===== src/rtl/serializer_pkg.sv =====
// Shared types and elaboration helpers for the buffered bit serializer.
package serializer_pkg;

    typedef enum logic [0:0] {
        IDLE  = 1'b0,
        SHIFT = 1'b1
    } ser_state_e;

    // Clock cycles per serial bit.
    function automatic int unsigned calc_divide(input int unsigned sys_freq,
                                                input int unsigned bit_rate);
        return sys_freq / bit_rate;
    endfunction

    function automatic bit is_pow2(input int unsigned value);
        return (value != 32'd0) && ((value & (value - 32'd1)) == 32'd0);
    endfunction

endpackage


===== src/rtl/buffered_bit_serializer_checker.sv =====
// Elaboration-time parameter checks for the buffered bit serializer.
module buffered_bit_serializer_checker
    import serializer_pkg::*;
#(
    parameter int unsigned WORD_LENGTH = 16,
    parameter int unsigned DIVIDE      = 100,
    parameter int unsigned FIFO_DEPTH  = 4
) ();

    generate
        if (DIVIDE < 32'd2) begin : g_bad_divide
            $error("buffered_bit_serializer: DIVIDE must be >= 2");
        end
        if (!is_pow2(FIFO_DEPTH) || (FIFO_DEPTH < 32'd2)) begin : g_bad_depth
            $error("buffered_bit_serializer: FIFO_DEPTH must be a power of two >= 2");
        end
        if (WORD_LENGTH < 32'd2) begin : g_bad_word
            $error("buffered_bit_serializer: WORD_LENGTH must be >= 2");
        end
    endgenerate

endmodule


===== src/rtl/sync_word_fifo.sv =====
// Single-clock word FIFO with wrap-bit pointers and a synchronous flush.
module sync_word_fifo
    import serializer_pkg::*;
#(
    parameter int unsigned WIDTH = 16,
    parameter int unsigned DEPTH = 4
) (
    input  logic                           clock_i,
    input  logic                           reset_i,
    input  logic                           clear_i,
    input  logic                           push,
    input  logic [WIDTH-1:0]               wr_data,
    input  logic                           pop,
    output logic [WIDTH-1:0]               rd_data,
    output logic                           full,
    output logic                           empty,
    output logic [$clog2(DEPTH+1)-1:0]     level
);

    localparam int unsigned AW = $clog2(DEPTH);

    logic [WIDTH-1:0] mem_r [DEPTH];
    logic [AW:0]      wr_ptr_r;
    logic [AW:0]      rd_ptr_r;
    logic             push_ok_s;
    logic             pop_ok_s;

    // A flush wins over any push or pop in the same cycle; a full FIFO refuses pushes.
    assign push_ok_s = push && !full && !clear_i;
    assign pop_ok_s  = pop && !empty && !clear_i;

    assign empty   = (wr_ptr_r == rd_ptr_r);
    assign full    = (wr_ptr_r[AW] != rd_ptr_r[AW]) &&
                     (wr_ptr_r[AW-1:0] == rd_ptr_r[AW-1:0]);
    assign level   = wr_ptr_r - rd_ptr_r;
    assign rd_data = mem_r[rd_ptr_r[AW-1:0]];

    // Pointer update with asynchronous reset and synchronous flush.
    always_ff @(posedge clock_i or posedge reset_i) begin
        if (reset_i) begin
            wr_ptr_r <= '0;
            rd_ptr_r <= '0;
        end else if (clear_i) begin
            wr_ptr_r <= '0;
            rd_ptr_r <= '0;
        end else begin
            if (push_ok_s) begin
                wr_ptr_r <= wr_ptr_r + {{AW{1'b0}}, 1'b1};
            end
            if (pop_ok_s) begin
                rd_ptr_r <= rd_ptr_r + {{AW{1'b0}}, 1'b1};
            end
        end
    end

    // Storage array write port; contents are only meaningful between the pointers.
    always_ff @(posedge clock_i) begin
        if (push_ok_s) begin
            mem_r[wr_ptr_r[AW-1:0]] <= wr_data;
        end
    end

endmodule


===== src/rtl/buffered_bit_serializer.sv =====
// Buffered serializer: FIFO-fed shift register producing a gapless serial audio stream.
module buffered_bit_serializer
    import serializer_pkg::*;
#(
    parameter int unsigned WORD_LENGTH      = 16,
    parameter int unsigned SYSTEM_FREQUENCY = 100000000,
    parameter int unsigned BIT_RATE         = 1000000,
    parameter int unsigned FIFO_DEPTH       = 4,
    parameter bit          MSB_FIRST        = 1'b1,
    parameter logic        IDLE_LEVEL       = 1'b0
) (
    input  logic                                clock_i,
    input  logic                                reset_i,
    input  logic                                enable_i,
    input  logic                                clear_i,
    input  logic [WORD_LENGTH-1:0]              data_i,
    input  logic                                valid_i,
    output logic                                ready_o,
    output logic [$clog2(FIFO_DEPTH+1)-1:0]     level_o,
    output logic                                serial_o,
    output logic                                busy_o,
    output logic                                word_done_o,
    output logic                                underrun_o
);

    localparam int unsigned DIVIDE = calc_divide(SYSTEM_FREQUENCY, BIT_RATE);
    localparam int unsigned DIV_W  = $clog2(DIVIDE);
    localparam int unsigned BIT_W  = $clog2(WORD_LENGTH);
    localparam logic [DIV_W-1:0] DIV_MAX  = DIV_W'(DIVIDE - 32'd1);
    localparam logic [BIT_W-1:0] BIT_LAST = BIT_W'(WORD_LENGTH - 32'd1);

    ser_state_e               state_r;
    ser_state_e               state_nxt_s;
    logic [DIV_W-1:0]         div_cnt_r;
    logic [BIT_W-1:0]         bit_cnt_r;
    logic [WORD_LENGTH-1:0]   shift_r;
    logic                     serial_r;
    logic                     word_done_r;
    logic                     underrun_r;

    logic [WORD_LENGTH-1:0]   head_s;
    logic                     fifo_full_s;
    logic                     fifo_empty_s;
    logic                     bit_end_s;
    logic                     word_end_s;
    logic                     start_s;
    logic                     pop_s;
    logic                     load_s;
    logic                     advance_s;
    logic                     done_s;
    logic                     underrun_s;
    logic                     first_bit_s;
    logic                     next_bit_s;

    buffered_bit_serializer_checker #(
        .WORD_LENGTH (WORD_LENGTH),
        .DIVIDE      (DIVIDE),
        .FIFO_DEPTH  (FIFO_DEPTH)
    ) u_checker ();

    sync_word_fifo #(
        .WIDTH (WORD_LENGTH),
        .DEPTH (FIFO_DEPTH)
    ) u_fifo (
        .clock_i (clock_i),
        .reset_i (reset_i),
        .clear_i (clear_i),
        .push    (valid_i),
        .wr_data (data_i),
        .pop     (pop_s),
        .rd_data (head_s),
        .full    (fifo_full_s),
        .empty   (fifo_empty_s),
        .level   (level_o)
    );

    // End of a bit period, end of a word, and whether a new word may start now.
    assign bit_end_s  = (state_r == SHIFT) && (div_cnt_r == DIV_MAX);
    assign word_end_s = bit_end_s && (bit_cnt_r == {BIT_W{1'b0}});
    assign start_s    = enable_i && !fifo_empty_s && ((state_r == IDLE) || word_end_s);

    // First bit of the head word and next bit of the shift register, in transmit order.
    assign first_bit_s = MSB_FIRST ? head_s[WORD_LENGTH-1] : head_s[0];
    assign next_bit_s  = MSB_FIRST ? shift_r[WORD_LENGTH-2] : shift_r[1];

    // FSM state register.
    always_ff @(posedge clock_i or posedge reset_i) begin
        if (reset_i) begin
            state_r <= IDLE;
        end else begin
            state_r <= state_nxt_s;
        end
    end

    // FSM next-state: a word starts when one is buffered, and the FSM idles only when no follow-on word loads.
    always_comb begin
        state_nxt_s = state_r;
        if (clear_i) begin
            state_nxt_s = IDLE;
        end else begin
            case (state_r)
                IDLE: begin
                    if (start_s) begin
                        state_nxt_s = SHIFT;
                    end else begin
                        state_nxt_s = IDLE;
                    end
                end
                SHIFT: begin
                    if (word_end_s && !start_s) begin
                        state_nxt_s = IDLE;
                    end else begin
                        state_nxt_s = SHIFT;
                    end
                end
                default: begin
                    state_nxt_s = IDLE;
                end
            endcase
        end
    end

    // FSM outputs: pop/load, bit advance and end-of-word event pulses; a flush suppresses them all.
    always_comb begin
        pop_s      = 1'b0;
        load_s     = 1'b0;
        advance_s  = 1'b0;
        done_s     = 1'b0;
        underrun_s = 1'b0;
        if (clear_i) begin
            pop_s      = 1'b0;
            load_s     = 1'b0;
            advance_s  = 1'b0;
            done_s     = 1'b0;
            underrun_s = 1'b0;
        end else begin
            pop_s      = start_s;
            load_s     = start_s;
            advance_s  = bit_end_s && (bit_cnt_r != {BIT_W{1'b0}});
            done_s     = word_end_s;
            underrun_s = word_end_s && enable_i && fifo_empty_s;
        end
    end

    // Datapath: shift register, divider, bit counter, registered serial pin and event pulses.
    always_ff @(posedge clock_i or posedge reset_i) begin
        if (reset_i) begin
            shift_r     <= '0;
            div_cnt_r   <= '0;
            bit_cnt_r   <= '0;
            serial_r    <= IDLE_LEVEL;
            word_done_r <= 1'b0;
            underrun_r  <= 1'b0;
        end else if (clear_i) begin
            shift_r     <= '0;
            div_cnt_r   <= '0;
            bit_cnt_r   <= '0;
            serial_r    <= IDLE_LEVEL;
            word_done_r <= 1'b0;
            underrun_r  <= 1'b0;
        end else begin
            word_done_r <= done_s;
            underrun_r  <= underrun_s;
            if (load_s) begin
                shift_r   <= head_s;
                serial_r  <= first_bit_s;
                bit_cnt_r <= BIT_LAST;
                div_cnt_r <= '0;
            end else if (advance_s) begin
                shift_r   <= MSB_FIRST ? {shift_r[WORD_LENGTH-2:0], 1'b0}
                                       : {1'b0, shift_r[WORD_LENGTH-1:1]};
                serial_r  <= next_bit_s;
                bit_cnt_r <= bit_cnt_r - {{(BIT_W-1){1'b0}}, 1'b1};
                div_cnt_r <= '0;
            end else if (word_end_s) begin
                serial_r  <= IDLE_LEVEL;
                bit_cnt_r <= '0;
                div_cnt_r <= '0;
            end else if (state_r == SHIFT) begin
                div_cnt_r <= div_cnt_r + {{(DIV_W-1){1'b0}}, 1'b1};
            end else begin
                serial_r  <= IDLE_LEVEL;
                div_cnt_r <= '0;
            end
        end
    end

    assign ready_o     = !fifo_full_s;
    assign busy_o      = (state_r == SHIFT);
    assign serial_o    = serial_r;
    assign word_done_o = word_done_r;
    assign underrun_o  = underrun_r;

endmodule


===== config.mk =====
export PLATFORM = sky130hd
export DESIGN_NAME = buffered_bit_serializer
export DESIGN_NICKNAME = d
export VERILOG_FILES = /design/src/rtl/serializer_pkg.sv /design/src/rtl/buffered_bit_serializer_checker.sv /design/src/rtl/sync_word_fifo.sv /design/src/rtl/buffered_bit_serializer.sv
export SDC_FILE = /design/constraint.sdc
export NUM_CORES = 1
export LEC_CHECK = 0
export BUFFER_PORTS_ARGS = -buffer_cell sky130_fd_sc_hd__buf_4
export CORE_MARGIN = 4
export CORE_UTILIZATION = 23
export CTS_BUF_LIST = sky130_fd_sc_hd__clkbuf_8
export DETAILED_ROUTE_END_ITERATION = 6
export GPL_TIMING_DRIVEN = 0
export SLEW_MARGIN = 30
export SYNTH_ARGS = -nofsm -noshare
export SYNTH_HDL_FRONTEND = slang
export SYNTH_SLANG_ARGS = --single-unit

===== constraint.sdc =====
create_clock -name clock_i -period 2.67 [get_ports clock_i]
set_input_delay 0.4005 -clock clock_i [delete_from_list [all_inputs] [get_ports clock_i]]
set_output_delay 0.4005 -clock clock_i [all_outputs]
set_load 0.01 [all_outputs]

# --- After elaboration in Yosys (flattened, before gate mapping) ---
# Memories as Yosys holds them, arrays and structs flattened.
# Cells that the tools add are included.
# Widths: inputs -> output; s select.
classes:
  n_addsub: 5
  eq_ne: 5
  bitwise: 1
  n_mux: 31
  n_reduce_logical: 24
op_table:
  columns: ["op", "n"]
  rows:
  - ["$mux 15", 3]
  - ["$mux 7", 5]
  - ["$mux 4", 4]
  - ["$mux 1", 14]
  - ["$logic_and 1x1->1", 13]
  - ["$mux 3", 4]
  - ["$reduce_bool 4->1", 2]
  - ["$add 7x1->7 const B", 1]
  - ["$eq 7x7->1 const B", 1]
  - ["$add 3x1->3 const B", 2]
  - ["$ne 5x2->1 const B", 1]
  - ["$logic_not 1->1", 4]
  - ["$logic_not 4->1", 1]
  - ["$reduce_bool 2->1", 2]
  - ["$sub 4x1->4 const B", 1]
  - ["$eq 3x3->1", 1]
  - ["$reduce_bool 3->1", 1]
  - ["$sub 3x3->3", 1]
  - ["$eq 2x2->1", 1]
  - ["$pmux 1 s2", 1]
  - ["$logic_or 1x1->1", 1]
  - ["$ne 1x1->1", 1]
  - ["$not 1->1", 1]
word_totals:
  reg_bits: 36
  out_inout_bits: 8
  memories: 1
  input_bits: 21
  ram_bits: 64
mem_list:
  columns: ["memory", "depth", "word_bits", "rd", "rd_ports_with_merged_regs", "write_ports", "line_no", "rtl"]
  rows:
  - ["u_fifo.mem_r", 4, 16, 1, 0, 1, "sync_word_fifo.sv:22", "logic [WIDTH-1:0] mem_r [DEPTH];"]

# --- Longest topological paths before layout ---
# Gate-level depths: netlist of the first run.
depth:
  ltp_word: 10
  mapped_depth: 10
  depth_no_buf: 7

# --- By module ---
# Synthesis of the first run repeated with hierarchy kept, for this count alone.
unflattened:
  hier_cells: 296
  area_unflattened_um2: 4511.8
modules_own_cells:
  columns: ["module", "n_inst", "area_per_inst_um2", "cells_per_inst"]
  rows:
  - ["sync_word_fifo", 1, 2880.3, 149]
  - ["buffered_bit_serializer", 1, 1631.6, 147]

# --- Worst setup path before layout of the first run ---
# OpenSTA, ideal clock, no wires.
synth_path:
  path_kind: "reg2reg"
  startpoint: "reg u_fifo.rd_ptr_r[1]"
  endpoint: "reg shift_r[1]"
  t_required_ps: 2545
  path_slack_ps: -35
  arrival_time_ps: 2581
  stages_incl_launch_ff: 11
  period_less_slack_ps: 2705
  n_path_buf: 3
  cell_sequence: "dfrtp_1 -> clkbuf_1 -> clkbuf_1 -> inv_1 -> ha_1 -> nand2_1 -> o21ai_2 -> nand2_1 -> a21oi_2 -> buf_4 -> mux2_2"
synth_via:
  elab_chain_len: 7
  word_cells_on_any_way: 9
  classes_between: "eq/ne: 1; mux: 3; reduce/logical: 4; memory: 1"
synth_lines:
  columns: ["element", "line_no", "rtl"]
  rows:
  - ["start: declaration", "sync_word_fifo.sv:24", "logic [AW:0] rd_ptr_r;"]
  - ["start signal: assignment", "sync_word_fifo.sv:51", "rd_ptr_r <= rd_ptr_r + {{AW{1'b0}}, 1'b1};"]
  - ["$eq 3x3->1", "sync_word_fifo.sv:32", "assign empty = (wr_ptr_r == rd_ptr_r);"]
  - ["$logic_not 1->1", "buffered_bit_serializer.sv:80", "assign start_s = enable_i && !fifo_empty_s && ((state_r == IDLE) || word_end_s);"]
  - ["$logic_and 1x1->1 (2 in series)", "buffered_bit_serializer.sv:80", null]
  - ["$mux 1", "buffered_bit_serializer.sv:130", "if (clear_i) begin"]
  - ["$mux 15", "buffered_bit_serializer.sv:164", "if (load_s) begin"]
  - ["$mux 15", "buffered_bit_serializer.sv:154", "end else if (clear_i) begin"]
  - ["end signal: assignment", "buffered_bit_serializer.sv:165", "shift_r <= head_s;"]
  - ["end signal: assignment", "buffered_bit_serializer.sv:170", "shift_r <= MSB_FIRST ? {shift_r[WORD_LENGTH-2:0], 1'b0}"]
  - ["end: declaration", "buffered_bit_serializer.sv:36", "logic [WORD_LENGTH-1:0] shift_r;"]
# Parallel ways exist; a longest one is shown, timed or not.
# A chain may end at the register's enable or synchronous reset.

# --- Worst setup path after layout of the first run ---
layout_path:
  startpoint: "reg u_fifo.rd_ptr_r[1]"
  endpoint: "mem u_fifo.mem_r[3][3] (enable)"
layout_via:
  elab_chain_len: 7
layout_lines:
  columns: ["element", "line_no", "rtl"]
  rows:
  - ["$eq 2x2->1", "sync_word_fifo.sv:34", "(wr_ptr_r[AW-1:0] == rd_ptr_r[AW-1:0]);"]
  - ["$logic_and 1x1->1", "sync_word_fifo.sv:33", "assign full = (wr_ptr_r[AW] != rd_ptr_r[AW]) &&"]
  - ["$logic_not 1->1", "sync_word_fifo.sv:29", "assign push_ok_s = push && !full && !clear_i;"]
  - ["$logic_and 1x1->1 (2 in series)", "sync_word_fifo.sv:29", null]
  - ["$mux 1", "sync_word_fifo.sv:58", "if (push_ok_s) begin"]
  - ["$mux 1 (not written as such)", "sync_word_fifo.sv:59", "mem_r[wr_ptr_r[AW-1:0]] <= wr_data;"]
  - ["end: declaration", "sync_word_fifo.sv:22", null]
# Every way passes these cells.

==> impl_metrics.ini, run 1 <==
[outcome]
outcome = finished clean

[timing]
fin_crit_sh = 0.935
fin_crit_ps = 2500
maxSlewViolCount = 0
hold-worst-slack_ps = 237
setup_slack_ps = 173
relSlewSlack = 0.557
final-hold-violation-count = 0
tightest_slew_ps = 664
fmax_mhz = 401
setup_violations = 0
rsz0062_at_grt = true
skew_ps = 10.3

[logic_synthesis]
ys_ff_latch = 100
yosysSeqAreaShare = 0.672
synth_area_um2 = 4200
syn_nets = 293
netlist_instances = 261
avgSynthCellArea_um2 = 16.1
synth_edf_count = 64
yosys_warnings = 0
synth.distinct_cells = 39
synthArstFlopShare = 0.360
synthFlopType = edfxtp_1

[power_and_ir_drop]
leakage_uw = 0.00192
power_frac_comb = 0.183
power_density_nw_per_um2 = 705
p_seq_frac = 0.516
p_int_uw = 2610
swShare = 0.260
p_sw_uw = 914
p_clk_frac = 0.300
vdd_ir_drop_max_mv = 0.303

[detailed_routing]
wl_met1_mm = 3.53
dr_total_vias = 2325
routed-wl-met3_um = 248
wl_met2_mm = 4.28
vias_per_cell = 4.33
antenna_left = 0
drt_iter0_markers = 100
wl_mm = 8.11
routed.top_layer = met4
wl_per_cell_um = 15.1
drt_pre_antenna_iters = 4
drc = 0

[layout]
regArea_um2 = 2820
nFillCells = 1791
multiInputGateArea_um2 = 1300
drive_above_1_share = 0.299
num_antenna_cells = 0
areaGrowthSynthToFinish_pct = 18.9
final_core_util = 0.278
nets = 335

[worst_setup_path]
critical_path.top_delay_family = simple AND/OR/NAND/NOR gates
required_ps = 2670
critPathMaxFanout = 16
max_stage_delay_ps = 490
rr_startpoint = u_fifo.rd_ptr_r[1]
startpoint_type = register
crit_start = u_fifo.rd_ptr_r[1]
cp-end-kind = register
crit_path_top_delay_cell = and2_2
crit_buf_inv = 3
worstPathCellList = buf_4 > clkbuf_8 > inv_1 > ha_1 > nand3_1 > nand2_1 > nor2_1 > and2_2
worstPathArrival_ps = 2500
critical_path_class = reg2reg

[global_route]
grt_usage = 0.0830
antenna_found_initial = 0
first_global_vias = 2493
grt_max_degree = 24
grt.overflow.total = 0
grt_first_pass_wirelength_mm = 13.2

[floorplanning]
die_y_um = 143
pin_count = 29
chipWidth_um = 143
die-area_um2 = 20500
start_util = 0.234
core_um2 = 18000
rows = 49

[placement]
dp_hpwl_mm = 5.63
gp_congestion = 0.740
dpl_worst_slack_ps = -726
io_buffers = 27

[clock_network]
cts_tree = done
insertion_delay_ps = 360
htreeDepth = 3
cts_buffers = 9
clockBufferDepth = 2
path_clk_slew_ps = 100
cts-root-buf = clkbuf_8
cts.sinks = 100

[min_path]
min_from = data_i[0]
hold_class = in2reg

[job]
cap_violations = 0
[per-layer routing]
layer  global-route usage  up-vias
met5                    0        -
met4               0.0210        0
met3               0.0214        6
met2                0.146       33
met1                0.102     1215
li1                     -     1071
[area by class of cell]
| cell class | count | area share |
|---|---|---|
| sequential | 100 | 0.565 |
| timing repair buffer | 31 | 0.0496 |
| buffer | 11 | 0.0143 |
| clock inverter | 7 | 0.0200 |
| multi-input combinational | 139 | 0.261 |
| inverter | 11 | 0.00826 |
| clock buffer | 9 | 0.0248 |
| tap | 229 | 0.0573 |
[metrics by stage]
step	power, uW	setup TNS (ps)	cells	instance area (um^2)
finish	3520	0	537	5000
global route	3710	-791	537	5000
CTS	3560	0	536	4990
detailed placement	2490	-53180	518	4710
global placement	2460	-48130	517	4690
floorplan	2290	0	261	4200
[power by group through the flow]
stage	Clock [uW]	Combinational [uW]	Sequential [uW]
final	1060	646	1820
after global routing	1160	720	1830
after CTS	1080	660	1820
after detailed placement	0	636	1850
after global placement	0	611	1850
after floorplan	0	452	1830
[worst paths after layout]
check	to	slack, ps	cells after the start
max in group asynchronous	shift_r[2]	1670	4
min in group asynchronous	div_cnt_r[3]	560	3
worst max-delay path	u_fifo.mem_r[3][3]	170	8
worst min register to register	div_cnt_r[0]	470	1
worst max register to register	u_fifo.mem_r[3][3]	170	8
worst min-delay path	u_fifo.mem_r[2][0]	240	1
[kinds of logic (layout without fill, tap and decap cells)]
| logic type | after synthesis | in the layout | share of synthesized area |
|---|---|---|---|
| xor gates and xnor gates | 11 | 11 | 0.0247 |
| muxes | 27 | 27 | 0.115 |
| AOI/OAI and AO/OA | 40 | 40 | 0.0709 |
| and+or+nand+nor | 50 | 50 | 0.0598 |
| buffers and inverters | 22 | 69 | 0.0232 |
| adders and majority gates | 11 | 11 | 0.0345 |
| DFF | 100 | 100 | 0.672 |
[flip-flops by register name (all words and copies together) (netlist names)]
signal / flops
u_fifo.mem_r: 64
shift_r: 15
div_cnt_r: 7
bit_cnt_r: 4
u_fifo.rd_ptr_r: 3
u_fifo.wr_ptr_r: 3
busy_o: 1
serial_o: 1
underrun_o: 1
word_done_o: 1
[Yosys cell counts (all sizes together), types with 5 or more instances]
cell | n | area [um^2]
a22o | 16 | 140
xnor2 | 5 | 43.8
nand2 | 8 | 30.0
mux4 | 16 | 360
nor2 | 20 | 75.1
nand3 | 7 | 35.0
buf | 5 | 33.8
a21oi | 8 | 43.8
mux2 | 11 | 124
edfxtp | 64 | 1920
o21ai | 5 | 28.8
inv | 11 | 41.3
ha | 10 | 125
xor2 | 6 | 60.1
clkbuf | 6 | 22.5
dfrtp | 36 | 901
[placed cells by master, fill, tap and decap left out, types with 2 or more instances in the layout]
cell type,n
mux2_2,11
and2_2,3
clkbuf_1,3
a21oi_1,7
buf_4,31
ha_1,10
and3_1,4
mux4_2,16
buf_2,3
clkinvlp_4,2
bufinv_16,2
inv_1,10
dfrtp_1,36
edfxtp_1,64
xor2_1,5
a31oi_1,2
nor2_1,20
nor3_1,2
a22o_1,16
clkbuf_8,10
nand2_1,8
a21o_1,3
o21ai_0,3
xnor2_1,5
nand3_1,7
[what timing repair did]
| action | in CTS | in global routing |
|---|---|---|
| endpoints found under the setup margin | 85 | 63 |
| gates cloned | 0 | 0 |
| buffers inserted | 1 | 1 |
| pin swaps | 1 | 0 |
| resized for setup | 12 | 1 |
| endpoints found under the hold margin | 13 | 0 |
| hold buffers | 1 | 0 |
No activity file was read; power rests on OpenSTA's default activity.
==> run 2: changes to the inputs <==
--- a/config.mk
+++ b/config.mk
@@ -11,6 +11,7 @@
 export CTS_BUF_LIST = sky130_fd_sc_hd__clkbuf_8
 export DETAILED_ROUTE_END_ITERATION = 6
 export GPL_TIMING_DRIVEN = 0
+export PLACE_DENSITY_LB_ADDON = 0.12
 export SLEW_MARGIN = 30
 export SYNTH_ARGS = -nofsm -noshare
 export SYNTH_HDL_FRONTEND = slang
==> run 2 against run 1 <==
Effect of this change: clock skew about the same; clock-buffer cell count unchanged; cell area down 0.48%; worst setup slack worse by 63 ps; critical path depth unchanged; register-to-register slack worse by 60 ps; first-iteration DRC count up 45%; wire length up 8.7%.
==> impl_metrics.ini, run 2 (same netlist as run 1, synthesis figures left out) <==
[outcome]
outcome = finished clean

[timing]
tightest_slew_ps = 707
final-hold-violation-count = 0
setup_violations = 0
relSlewSlack = 0.528
maxSlewViolCount = 0
rsz0062_at_grt = true
fin_crit_ps = 2560
skew_ps = 10.1
fin_crit_sh = 0.959
fmax_mhz = 391

[layout]
final_cells = 537
num_antenna_cells = 0
multiInputGateArea_um2 = 1310
drive_above_1_share = 0.305
nets = 335
regArea_um2 = 2820
final_core_util = 0.277
layout_common_cells = edfxtp_1 (64), dfrtp_1 (35), buf_4 (30)
final_common_cell = edfxtp_1
nFillCells = 1800
largest_reg_flops = 64
areaGrowthSynthToFinish_pct = 18.3

[power_and_ir_drop]
p_total_uw = 3400
power_density_nw_per_um2 = 683
leakage_uw = 0.00192
vdd_ir_drop_max_mv = 0.209

[floorplanning]
pin_count = 29
rows = 49
chipWidth_um = 143
die_y_um = 143
die-area_um2 = 20500
start_util = 0.234
core_um2 = 18000

[global_route]
grt_max_degree = 22
grt_first_pass_wirelength_mm = 13.7
grt_usage = 0.0912
grt.overflow.total = 0
first_global_vias = 2299
antenna_found_initial = 0

[detailed_routing]
wl_mm = 8.82
wl_per_cell_um = 16.4
vias_per_cell = 4.28
drc = 0
drt_iter0_markers = 145
dr_total_vias = 2297
antenna_left = 0
drt_pre_antenna_iters = 4

[clock_network]
cts.sinks = 100
htreeDepth = 3
path_clk_slew_ps = 100
cts_tree = done
cts_buffers = 9
clockBufferDepth = 2
cts-root-buf = clkbuf_8
insertion_delay_ps = 370
postCtsHoldBufs = 0

[worst_setup_path]
r2r_slack_ps = 110
worstPathArrival_ps = 2570
required_ps = 2680
startpoint_type = register
critPathMaxFanout = 16
critical_path_class = reg2reg
cp-end-kind = register

[placement]
dp_hpwl_mm = 5.84
gp_congestion = 0.704
io_buffers = 27
post-place-cells = 518

[min_path]
hold_class = in2async

[job]
cap_violations = 0
[run 2: final timing paths]
check | from | to | cells past startpoint
worst max-delay path | u_fifo.rd_ptr_r[1] | u_fifo.mem_r[3][6] | 8
max in group asynchronous | reset_i | u_fifo.rd_ptr_r[1] | 3
worst min-delay path | reset_i | div_cnt_r[5] | 2
worst max register to register | u_fifo.rd_ptr_r[1] | u_fifo.mem_r[3][6] | 8
min in group clock_i | data_i[2] | u_fifo.mem_r[3][2] | 1
worst min register to register | div_cnt_r[0] | div_cnt_r[0] | 1
[run 2: timing repair]
item,in CTS,in global routing
buffers inserted,1,2
gates resized for setup,6,7
pin swaps,1,1
endpoints found under the setup margin,87,84
[run 2: final cells by class]
| cell class | count | area share |
|---|---|---|
| tap | 229 | 0.0576 |
| timing repair buffer | 31 | 0.0508 |
| sequential | 100 | 0.568 |
| buffer | 11 | 0.0164 |
| clock inverter | 7 | 0.0118 |
| inverter | 11 | 0.00830 |
| clock buffer | 9 | 0.0249 |
| multi-input combinational | 139 | 0.262 |
[run 2: metrics by stage]
stage | cell area [um^2] | setup WS (ps) | hold slack [ps] | setup TNS (ps)
after detailed placement | 4730 | -785 | 448 | -48220
after global placement | 4690 | -989 | 453 | -72840
final | 4970 | 110 | 69.4 | 0
after floorplan | 4200 | 87.2 | 425 | 0
after CTS | 4940 | -9.21 | 74.6 | -44.1
after global routing | 4970 | -71.0 | 84.9 | -1920
[run 2: where the power goes]
| group | internal [uW] | switching (uW) | total, uW | leakage, uW |
|---|---|---|---|---|
| logic | 321 | 344 | 666 | 0.000751 |
| clock network | 356 | 560 | 915 | 0.0000974 |
| registers | 1760 | 60.2 | 1820 | 0.00107 |
[run 2: layer usage]
metal	GRT usage	up-vias	wire, um
li1	-	1070	-
met1	0.124	1173	4130
met2	0.142	47	4210
met3	0.0301	7	375
met4	0.0210	0	99
met5	0	-	0
[run 2: worst max-delay path: stages, from the launching register on]
cell and delay (ps):
dfrtp_2 400, clkbuf_8 190, clkbuf_8 200, inv_1 80, ha_1 300, nand3_1 150, nand2_1 130, nor2_1 210
and2_2 540
==> run 3: changes to the inputs <==
--- a/config.mk
+++ b/config.mk
@@ -7,11 +7,12 @@
 export LEC_CHECK = 0
 export BUFFER_PORTS_ARGS = -buffer_cell sky130_fd_sc_hd__buf_4
 export CORE_MARGIN = 4
-export CORE_UTILIZATION = 23
+export CORE_UTILIZATION = 50
 export CTS_BUF_LIST = sky130_fd_sc_hd__clkbuf_8
 export DETAILED_ROUTE_END_ITERATION = 6
 export GPL_TIMING_DRIVEN = 0
-export PLACE_DENSITY_LB_ADDON = 0.12
+export PLACE_DENSITY = 0.83
+export REMOVE_ABC_BUFFERS = 1
 export SLEW_MARGIN = 30
 export SYNTH_ARGS = -nofsm -noshare
 export SYNTH_HDL_FRONTEND = slang
==> run 3 against run 2 <==
Effect of this change: sequential share of layout area grew 2.9 points; sequential power grew 3%; critical path depth shrank 1; cell area shrank 4.6%; via count shrank 0.52%; sequential cell count is the same; non-clock buffer count shrank 11; critical path type unchanged; clock-buffer cell count is the same.
==> impl_metrics.ini, run 3 (same netlist as run 1, synthesis figures left out) <==
[outcome]
outcome = finished clean

[worst_setup_path]
max_stage_delay_ps = 650
crit_start = u_fifo.rd_ptr_r[0]
cp-end-kind = register
critical_path_class = reg2reg
critical_path.endpoint = shift_r[2]
required_ps = 2930
worstPathArrival_ps = 2680
crit_path_top_delay_cell = dfrtp_4
critPathMaxFanout = 19
r2r_slack_ps = 240
r2r_cells = 7
startpoint_type = register
crit-reg2reg-capture = shift_r[2]
worstPathCellList = ha_1 > nand2_1 > o21ai_2 > o21ai_1 > a21oi_4 > buf_12 > mux2_2
rr_startpoint = u_fifo.rd_ptr_r[0]

[timing]
final-hold-violation-count = 0
fin_crit_ps = 2430
maxSlewViolCount = 0
setup_slack_ps = 245
hold-worst-slack_ps = 166
fin_crit_sh = 0.908
relSlewSlack = 0.481
fmax_mhz = 412
tightest_slew_ps = 777
rsz0062_at_grt = false
skew_ps = 12.9
setup_violations = 0

[power_and_ir_drop]
power_frac_comb = 0.172
leakage_uw = 0.00187
p_clk_frac = 0.272
p_total_uw = 3360
power_density_nw_per_um2 = 709
p_sw_uw = 938
p_int_uw = 2430
swShare = 0.279
p_seq_frac = 0.556
vdd_ir_drop_max_mv = 0.441

[layout]
final_common_cell = edfxtp_1
nets = 324
nFillCells = 633
drive_above_1_share = 0.296
areaGrowthSynthToFinish_pct = 12.9
num_antenna_cells = 0
layout_common_cells = edfxtp_1 (64), dfrtp_1 (34), buf_4 (30)
final_area_um2 = 4750
regArea_um2 = 2830
multiInputGateArea_um2 = 1310
largest_reg_flops = 64

[floorplanning]
start_util = 0.511
die-area_um2 = 9940
die_y_um = 99.7
rows = 33
core_um2 = 8220
pin_count = 29
chipWidth_um = 99.7

[detailed_routing]
drt_pre_antenna_iters = 4
wl_per_cell_um = 17.9
dr_total_vias = 2285
antenna_left = 0
vias_per_cell = 5.68
wl_mm = 7.20
drc = 0
drt_iter0_markers = 115

[clock_network]
path_clk_slew_ps = 100
cts.sinks = 100
insertion_delay_ps = 370
cts_tree = done
postCtsHoldBufs = 0
cts-root-buf = clkbuf_8
clockBufferDepth = 2
cts_buffers = 9
htreeDepth = 3

[placement]
gp_congestion = 0.824
place_area_um2 = 4500
io_buffers = 28
dp_hpwl_mm = 4.53
dpl_worst_slack_ps = -490

[job]
cap_violations = 0

[global_route]
first_global_vias = 2393
grt_max_degree = 37
grt_usage = 0.154
grt.overflow.total = 0
grt_first_pass_wirelength_mm = 11.7
antenna_found_initial = 0

[min_path]
hold_class = in2async
## run 3: cell types whose count changed in the layout (fill, tap and decap cells not counted), sizes merged
cell	before	now
inv	14	15
clkbuf	15	9
clkinv	4	3
buf	36	31
## run 3: what timing repair did
item | CTS | global route
gates resized for setup | 9 | 0
endpoints found under the setup margin | 84 | 11
pin swaps | 0 | 1
setup buffers | 0 | 2
## run 3: worst max-delay path: cells and delay by family (launching register included)
kind | cells | cell delay, ps
flops | 1 | 650
compound gates | 3 | 650
fa+ha+maj | 1 | 390
mux | 1 | 340
buf+inv | 1 | 160
simple gates | 1 | 110
## run 3: area by class of cell
| type | instances | area share |
|---|---|---|
| flip-flops and latches | 100 | 0.596 |
| multi-input cells | 139 | 0.275 |
| inverters | 11 | 0.00870 |
| clock inverters | 7 | 0.0142 |
| well taps | 105 | 0.0277 |
| clock buffers | 9 | 0.0261 |
| repair buffers | 31 | 0.0517 |
## run 3: metrics by stage
stage                     utilization  setup TNS, ps  std cells
after CTS                       0.574              0        400
final                           0.578              0        402
after detailed placement        0.548         -32030        384
after global placement          0.546         -59850        383
after global routing            0.578              0        402
after floorplan                     -          -6140        250
## run 3: worst min-delay path by stage
stage | start | end | slack [ps] | cells past startpoint
finish | reset_i | underrun_o | 170 | 2
global route | data_i[1] | u_fifo.mem_r[2][1] | 210 | 1
CTS | reset_i | underrun_o | 200 | 2
detailed placement | div_cnt_r[0] | div_cnt_r[0] | 450 | 1
global placement | div_cnt_r[0] | div_cnt_r[0] | 450 | 1
floorplan | div_cnt_r[0] | div_cnt_r[0] | 430 | 1
## run 3: layer usage
metal,vias up,part of all wire,GRT usage
met4,0,0.025,0.0683
met1,1161,0.43,0.194
met5,-,0,0
met2,53,0.50,0.248
met3,19,0.046,0.0435
li1,1052,-,-
## run 3: power by group through the flow
stage	clock network (uW)	logic (uW)	registers [uW]
6_report	916	579	1870
2_1_floorplan	0	394	1870
3_3_place_gp	0	523	1890
3_5_place_dp	0	551	1900
4_1_cts	945	562	1870
5_1_grt	1000	640	1890
